**src/rtl/rs232_decimal_parser.sv**
```systemverilog
`default_nettype none
// ============================================================================
// Module   : rs232_decimal_parser
// Purpose  : Assembles an ASCII decimal line (digits followed by TERM_CHAR)
//            from the RS232 receiver into an unsigned WIDTH-bit operand.
//            A line that ends correctly gives a one-cycle number_valid pulse.
//            A bad byte gives a one-cycle parse_error pulse, and the rest of
//            that line is then dropped.
// Ports    : clk            - system clock
//            rst_n          - synchronous active-low reset
//            rx_data        - received byte, valid on a rising rx_data_ready
//            rx_data_ready  - receiver byte strobe (may be held as a level)
//            rx_error       - framing error flag for the current byte
//            number         - last valid operand, held between lines
//            number_valid   - 1-cycle pulse when number has just been updated
//            parse_error    - 1-cycle pulse when the current line is rejected
//            busy           - high while a line is partly received
// Revision : 1.0 - initial release
// ============================================================================
module rs232_decimal_parser #(
  parameter int         WIDTH      = 32,
  parameter int         MAX_DIGITS = 10,
  parameter logic [7:0] TERM_CHAR  = 8'h0D
) (
  input  logic             clk,
  input  logic             rst_n,
  input  logic [7:0]       rx_data,
  input  logic             rx_data_ready,
  input  logic             rx_error,
  output logic [WIDTH-1:0] number,
  output logic             number_valid,
  output logic             parse_error,
  output logic             busy
);

  localparam int             CNT_W        = $clog2(MAX_DIGITS + 1);
  localparam logic [CNT_W-1:0] C_MAX_DIGITS = CNT_W'(MAX_DIGITS);
  localparam logic [7:0]     C_LF         = 8'h0A;

  typedef enum logic [1:0] {
    ST_IDLE    = 2'd0,
    ST_ACCUM   = 2'd1,
    ST_DISCARD = 2'd2
  } state_t;

  state_t           state_q, state_d;
  logic [WIDTH-1:0] acc_q, acc_d;
  logic [WIDTH-1:0] number_q, number_d;
  logic [CNT_W-1:0] cnt_q, cnt_d;
  logic             valid_q, valid_d;
  logic             err_q, err_d;
  logic             prev_q;

  logic             accept;
  logic             is_digit;
  logic             is_term;
  logic             is_lf;
  logic [WIDTH+3:0] next_val;
  logic             overflow;

  // A held strobe level counts as a single byte: only its rising edge is taken.
  assign accept = rx_data_ready & ~prev_q;

  // A byte flagged with a framing error falls into none of the good classes,
  // so it is treated as BAD whatever its value.
  assign is_digit = ~rx_error & (rx_data >= 8'h30) & (rx_data <= 8'h39);
  assign is_term  = ~rx_error & (rx_data == TERM_CHAR);
  assign is_lf    = ~rx_error & (rx_data == C_LF);

  // Four extra bits hold acc*10+9 for any acc, so any carry into them means
  // the value no longer fits in WIDTH bits.
  assign next_val = ({4'b0000, acc_q} * (WIDTH + 4)'(10)) + (WIDTH + 4)'(rx_data[3:0]);
  assign overflow = |next_val[WIDTH+3:WIDTH];

  always_comb begin
    state_d  = state_q;
    acc_d    = acc_q;
    cnt_d    = cnt_q;
    number_d = number_q;
    valid_d  = 1'b0;
    err_d    = 1'b0;

    case (state_q)
      ST_IDLE: begin
        if (accept) begin
          if (is_digit) begin
            acc_d   = WIDTH'(rx_data[3:0]);
            cnt_d   = CNT_W'(1);
            state_d = ST_ACCUM;
          end else if (is_term || is_lf) begin
            // Blank line or stray LF: nothing to report.
            state_d = ST_IDLE;
          end else begin
            err_d   = 1'b1;
            state_d = ST_DISCARD;
          end
        end
      end

      ST_ACCUM: begin
        if (accept) begin
          if (is_digit) begin
            if ((cnt_q == C_MAX_DIGITS) || overflow) begin
              err_d   = 1'b1;
              state_d = ST_DISCARD;
            end else begin
              acc_d = next_val[WIDTH-1:0];
              cnt_d = cnt_q + CNT_W'(1);
            end
          end else if (is_term) begin
            number_d = acc_q;
            valid_d  = 1'b1;
            acc_d    = '0;
            cnt_d    = '0;
            state_d  = ST_IDLE;
          end else if (is_lf) begin
            state_d = ST_ACCUM;
          end else begin
            err_d   = 1'b1;
            state_d = ST_DISCARD;
          end
        end
      end

      ST_DISCARD: begin
        // Only the terminator ends a rejected line; everything else, even a
        // second bad byte, is swallowed silently.
        if (accept && is_term) begin
          acc_d   = '0;
          cnt_d   = '0;
          state_d = ST_IDLE;
        end
      end

      default: begin
        state_d = ST_IDLE;
      end
    endcase
  end

  always_ff @(posedge clk) begin
    if (!rst_n) begin
      state_q  <= ST_IDLE;
      acc_q    <= '0;
      cnt_q    <= '0;
      number_q <= '0;
      valid_q  <= 1'b0;
      err_q    <= 1'b0;
      prev_q   <= 1'b0;
    end else begin
      state_q  <= state_d;
      acc_q    <= acc_d;
      cnt_q    <= cnt_d;
      number_q <= number_d;
      valid_q  <= valid_d;
      err_q    <= err_d;
      prev_q   <= rx_data_ready;
    end
  end

  assign number       = number_q;
  assign number_valid = valid_q;
  assign parse_error  = err_q;
  assign busy         = (state_q != ST_IDLE);

endmodule
`default_nettype wire

```
**config.mk**
```make
export PLATFORM = sky130hd
export DESIGN_NAME = rs232_decimal_parser
export DESIGN_NICKNAME = d
export VERILOG_FILES = /design/src/rtl/rs232_decimal_parser.sv
export SDC_FILE = /design/constraint.sdc
export NUM_CORES = 1
export LEC_CHECK = 0
export CAP_MARGIN = 15
export CORE_MARGIN = 3
export CORE_UTILIZATION = 39
export DETAILED_ROUTE_END_ITERATION = 7
export GPL_TIMING_DRIVEN = 0
export PLACE_DENSITY = 0.63
export SYNTH_ARGS = -nofsm -noshare
export SYNTH_HDL_FRONTEND = slang
export SYNTH_SLANG_ARGS = --single-unit
```
**constraint.sdc**
```tcl
create_clock -name clk -period 13.2 [get_ports clk]
set_input_delay 3.3 -clock clk [delete_from_list [all_inputs] [get_ports clk]]
set_output_delay 3.3 -clock clk [all_outputs]
set_load 0.03 [all_outputs]
```
==> results.txt <==
- Yosys mapped the design onto 68 distinct sky130hd cell types.
- Share of the cycle needed by the critical path after routing: 0.530
- The number of antenna violations at the first check in global routing was 0.
- The number of buffers and inverters on the critical path is 2.
- Kind of critical path: in2reg
- Post-route minimum period: 6990 ps
- Clock power frac: 0.410
* Buffer type at the clock tree root: sky130_fd_sc_hd__clkbuf_16
- Hold Path Origin: number[23]
- # clock sinks: 73
* Dominant cell by count in the synthesized netlist: sky130_fd_sc_hd__nand2_1
- At the worst endpoint, the required time is roughly 13000 ps.
- CTS tree: built
* Delay contributed by the slowest stage of the critical path: 510 ps
- Clock-pin slew was measured on the worst setup and hold paths at 70 ps.
- Counting flops with an async set or reset pin after synthesis yields a share of 0.
- Total detailed-routing wirelength: ~16 mm
* Insertion delay to the later sink of the worst-skew pair: 350 ps
- Sorting the synthesized cells by area gives the leading types as sky130_fd_sc_hd__dfxtp_1 25%, sky130_fd_sc_hd__ha_1 15%, sky130_fd_sc_hd__nand2_1 11%.
* CTS H-Tree Depth: 3
* Number of nets in the synthesized netlist: 843
* Register-to-register setup slack: roughly 8000 ps
- Power spread over the standard cell area amounts to 90.0 mW/mm^2.
* Class of the tightest hold or removal check: reg2reg
- Cell type with the largest total area after synthesis: sky130_fd_sc_hd__dfxtp_1
- Post-route clock skew: 8.52 ps
- Of the cells placed in the final design, the portion with a size suffix greater than 1 is 0.0487.
- At the pin with the least slew margin, the transition time is 782 ps.
- Gate count after technology mapping: between 700 and 800
- Count of final setup violators: 0
* Slew margin rel.: 0.475
- The number of clock buffers added by TritonCTS is 9.
- Post-Place Worst Slack: 5910 ps
* Most instantiated flip-flop cell in the synthesis netlist: sky130_fd_sc_hd__dfxtp_1
- The detailed router placed 5526 vias in this run.
* Floorplan row count: 44
* Total iterations of the first detailed-routing run: 5
* WHS Path Cells: 2
- Number of I/O pins: 47
- Number of enable-type register cells in the synthesized netlist: 0
* HPWL after DPL: ~12 mm
- The hold violation total from the final report came to 0.
- Total grt overflow: 0
- Share of the synthesized area in the top cell type: 0.248
* Final routed DRC violation total: 0
- Total track usage: 0.188
- Counting along the longest clock path gives a buffer depth of 2.
* Element type at the critical path end: flip-flop
- The max-slew violation count came to 0.
- DRC violation total after the first TritonRoute iteration: 404
* Launching element type of the critical path: input port
- For this configuration, the core starts out at a cell density of 0.403.
- Measured along the y axis, the die boundary spans 129 um.
* Layout overhead on the synthesized area: 16.9%
* N_diodes: 0
- Routability-driven placement finished with a final weighted congestion of 0.892.
- After routing, the total negative slack on setup checks comes to 0 ps.
- Switching fraction of total power: 0.300
- DIE AREA: 0.0166 sq mm
- The startpoint identified for the worst register-to-register timing path is acc_q[1].
- Std-Cell Core Area: 0.0146 sq mm
- Share of power burned in registers: 0.383
* Max IR drop VDD: 67.7 uV
* Maximum number of pins on one net before global-route repair: 14
* Routed vias/inst: 5.49
* Placed Area: 0.00659 sq mm
- Summing all non-filler instances in the final layout gives an area of 0.00689 sq mm.
- Wire length of the first global-routing pass: 25.5 mm
- The run finished with clean final reports.
- Syn_area_per_cell: 7.76 sq um
* Antenna Violating Nets Remaining: 0
- Ordered cell list for the critical path: clkdlybuf4s50_1 -> ha_1 -> fa_1 -> a21oi_1 -> nor2_1 -> and2_1 -> and2_1 -> nand4_1 -> nor2_1 -> a2111o_1 -> a21o_1 -> a21oi_4 -> buf_6 -> mux2i_1
- Via count of the first global-routing pass: 5115
- Top post-synthesis cells by count: 169 x sky130_fd_sc_hd__nand2_1, 76 x sky130_fd_sc_hd__a21oi_1, 73 x sky130_fd_sc_hd__dfxtp_1
- Grouping stages by cell kind, the critical path spends the most delay in compound AO/OA/AOI/OAI gates.
- Setup repair after global routing left no endpoint under its margin.
* Final hold slack: 448 ps
- Synth Cell Area: 0.00590 sq mm
* Horizontal extent of the die: 129 um
- Post-CTS timing repair inserted 0 buffers for setup.
* Number of gates resized after CTS: 0
- The endpoint identified for the worst register-to-register timing path is acc_q[11].
* Cell Int Power: between 0.0004 and 0.0005 W
- For the worst flop-to-flop path, the logic depth is 15.
- Endpoint, Worst Hold: number[23]
- In this run the tool buffered the top-level ports with 46 buffer cells.
* Reported max-cap violation count: 0
- LEAKAGE: 2.78 nW
- Upper clock frequency limit: 143 MHz
* Post-layout total power: 0.000621 W
- For this run, the number of Yosys warnings is 0.
* Critical-path cell with the highest stage delay: sky130_fd_sc_hd__clkdlybuf4s50_1
* Drt wl/cell: 15.5 um
* Nets: 900
- Flop and latch count out of synthesis: 73
- Worst-path maximum fanout: 10
- Final setup margin: just over 6000 ps
- Sequential area share after synthesis: 0.248
* Worst endpoint data arrival time: 7260 ps
- The analysis attributes to net switching a power of 0.000186 W.
* Post-CTS Hold Fix Bufs: 0
- The share of total power dissipated in combinational logic is 0.207.
area by class of cell:
type / instances / area [sq um]
well taps: 184 / 230
flip-flops and latches: 73 / 1460
multi-input cells: 639 / 4220
repair buffers: 46 / 460
inverters: 12 / 45.0
clock inverters: 6 / 65.1
clock buffers: 10 / 239
fillers: 1498 / 7750
plain buffers: 36 / 175
cells in the final DEF (no fill, tap or decap), types with 13 or more instances in the layout:
master	instances
sky130_fd_sc_hd__xnor2_1	32
sky130_fd_sc_hd__ha_1	69
sky130_fd_sc_hd__dfxtp_1	73
sky130_fd_sc_hd__nand3_1	20
sky130_fd_sc_hd__nand4_1	13
sky130_fd_sc_hd__clkbuf_1	23
sky130_fd_sc_hd__xor2_1	16
sky130_fd_sc_hd__mux2i_1	35
sky130_fd_sc_hd__nor2_1	42
sky130_fd_sc_hd__o21ai_0	32
sky130_fd_sc_hd__nand2_1	169
sky130_fd_sc_hd__clkdlybuf4s50_1	46
sky130_fd_sc_hd__nor3_1	19
sky130_fd_sc_hd__a21oi_1	76
metrics by stage:
step / instances / util
finish: 1006 / 0.471
floorplan: 760 / -
global route: 1006 / 0.471
CTS: 1006 / 0.471
detailed placement: 990 / 0.450
global placement: 990 / 0.450
worst min-delay path, delay by kind of cell (launching register included):
family             cells  cell delay (ps)
DFF                    1              310
AOI/OAI and AO/OA      1               50
and+or+nand+nor        1               50
cells by family (layout without fill, tap and decap cells):
logic type | Yosys count | after routing | share of synthesized area
simple gates | 312 | 312 | 0.247
buf+inv | 48 | 110 | 0.0373
fa+ha+maj | 71 | 71 | 0.153
compound gates | 173 | 173 | 0.184
flops | 73 | 73 | 0.248
mux | 35 | 35 | 0.0594
xor+xnor | 48 | 48 | 0.0713
layer usage:
metal,part of all wire,GRT usage,routed length [um],vias to the layer above
li1,-,-,-,2831
met1,0.52,0.279,8080,2551
met2,0.42,0.282,6610,127
met3,0.040,0.0320,616,17
met4,0.016,0.0488,255,0
met5,0,0,0,-
power by group through the flow:
stage / Combinational (W) / Sequential, W / Clock, W
finish: 0.000128 / 0.000238 / 0.000254
global route: 0.000141 / 0.000239 / 0.000267
CTS: 0.000127 / 0.000238 / 0.000258
detailed placement: 0.000127 / 0.000242 / 0
global placement: 0.000126 / 0.000242 / 0
floorplan: 0.0000960 / 0.000239 / 0
worst max-delay path by stage:
stage / endpoint / depth (start not counted) / from / slack (ps)
3_3_place_gp: acc_q[30] / 14 / rx_data[1] / 5930
3_5_place_dp: acc_q[30] / 14 / rx_data[1] / 5910
5_1_grt: acc_q[11] / 14 / rx_data[1] / 6030
2_1_floorplan: acc_q[19] / 13 / rx_data[1] / 7070
6_report: acc_q[11] / 14 / rx_data[1] / 6210
4_1_cts: acc_q[11] / 14 / rx_data[1] / 6240
sequential cells by signal, summed over array words and instances, names as in the netlist:
name and cells:
parse_error 1, number_valid 1, prev_q 1, state_q 2, acc_q 32, number 32
cnt_q 4
Note: power is estimated with default switching activity, not from simulation.
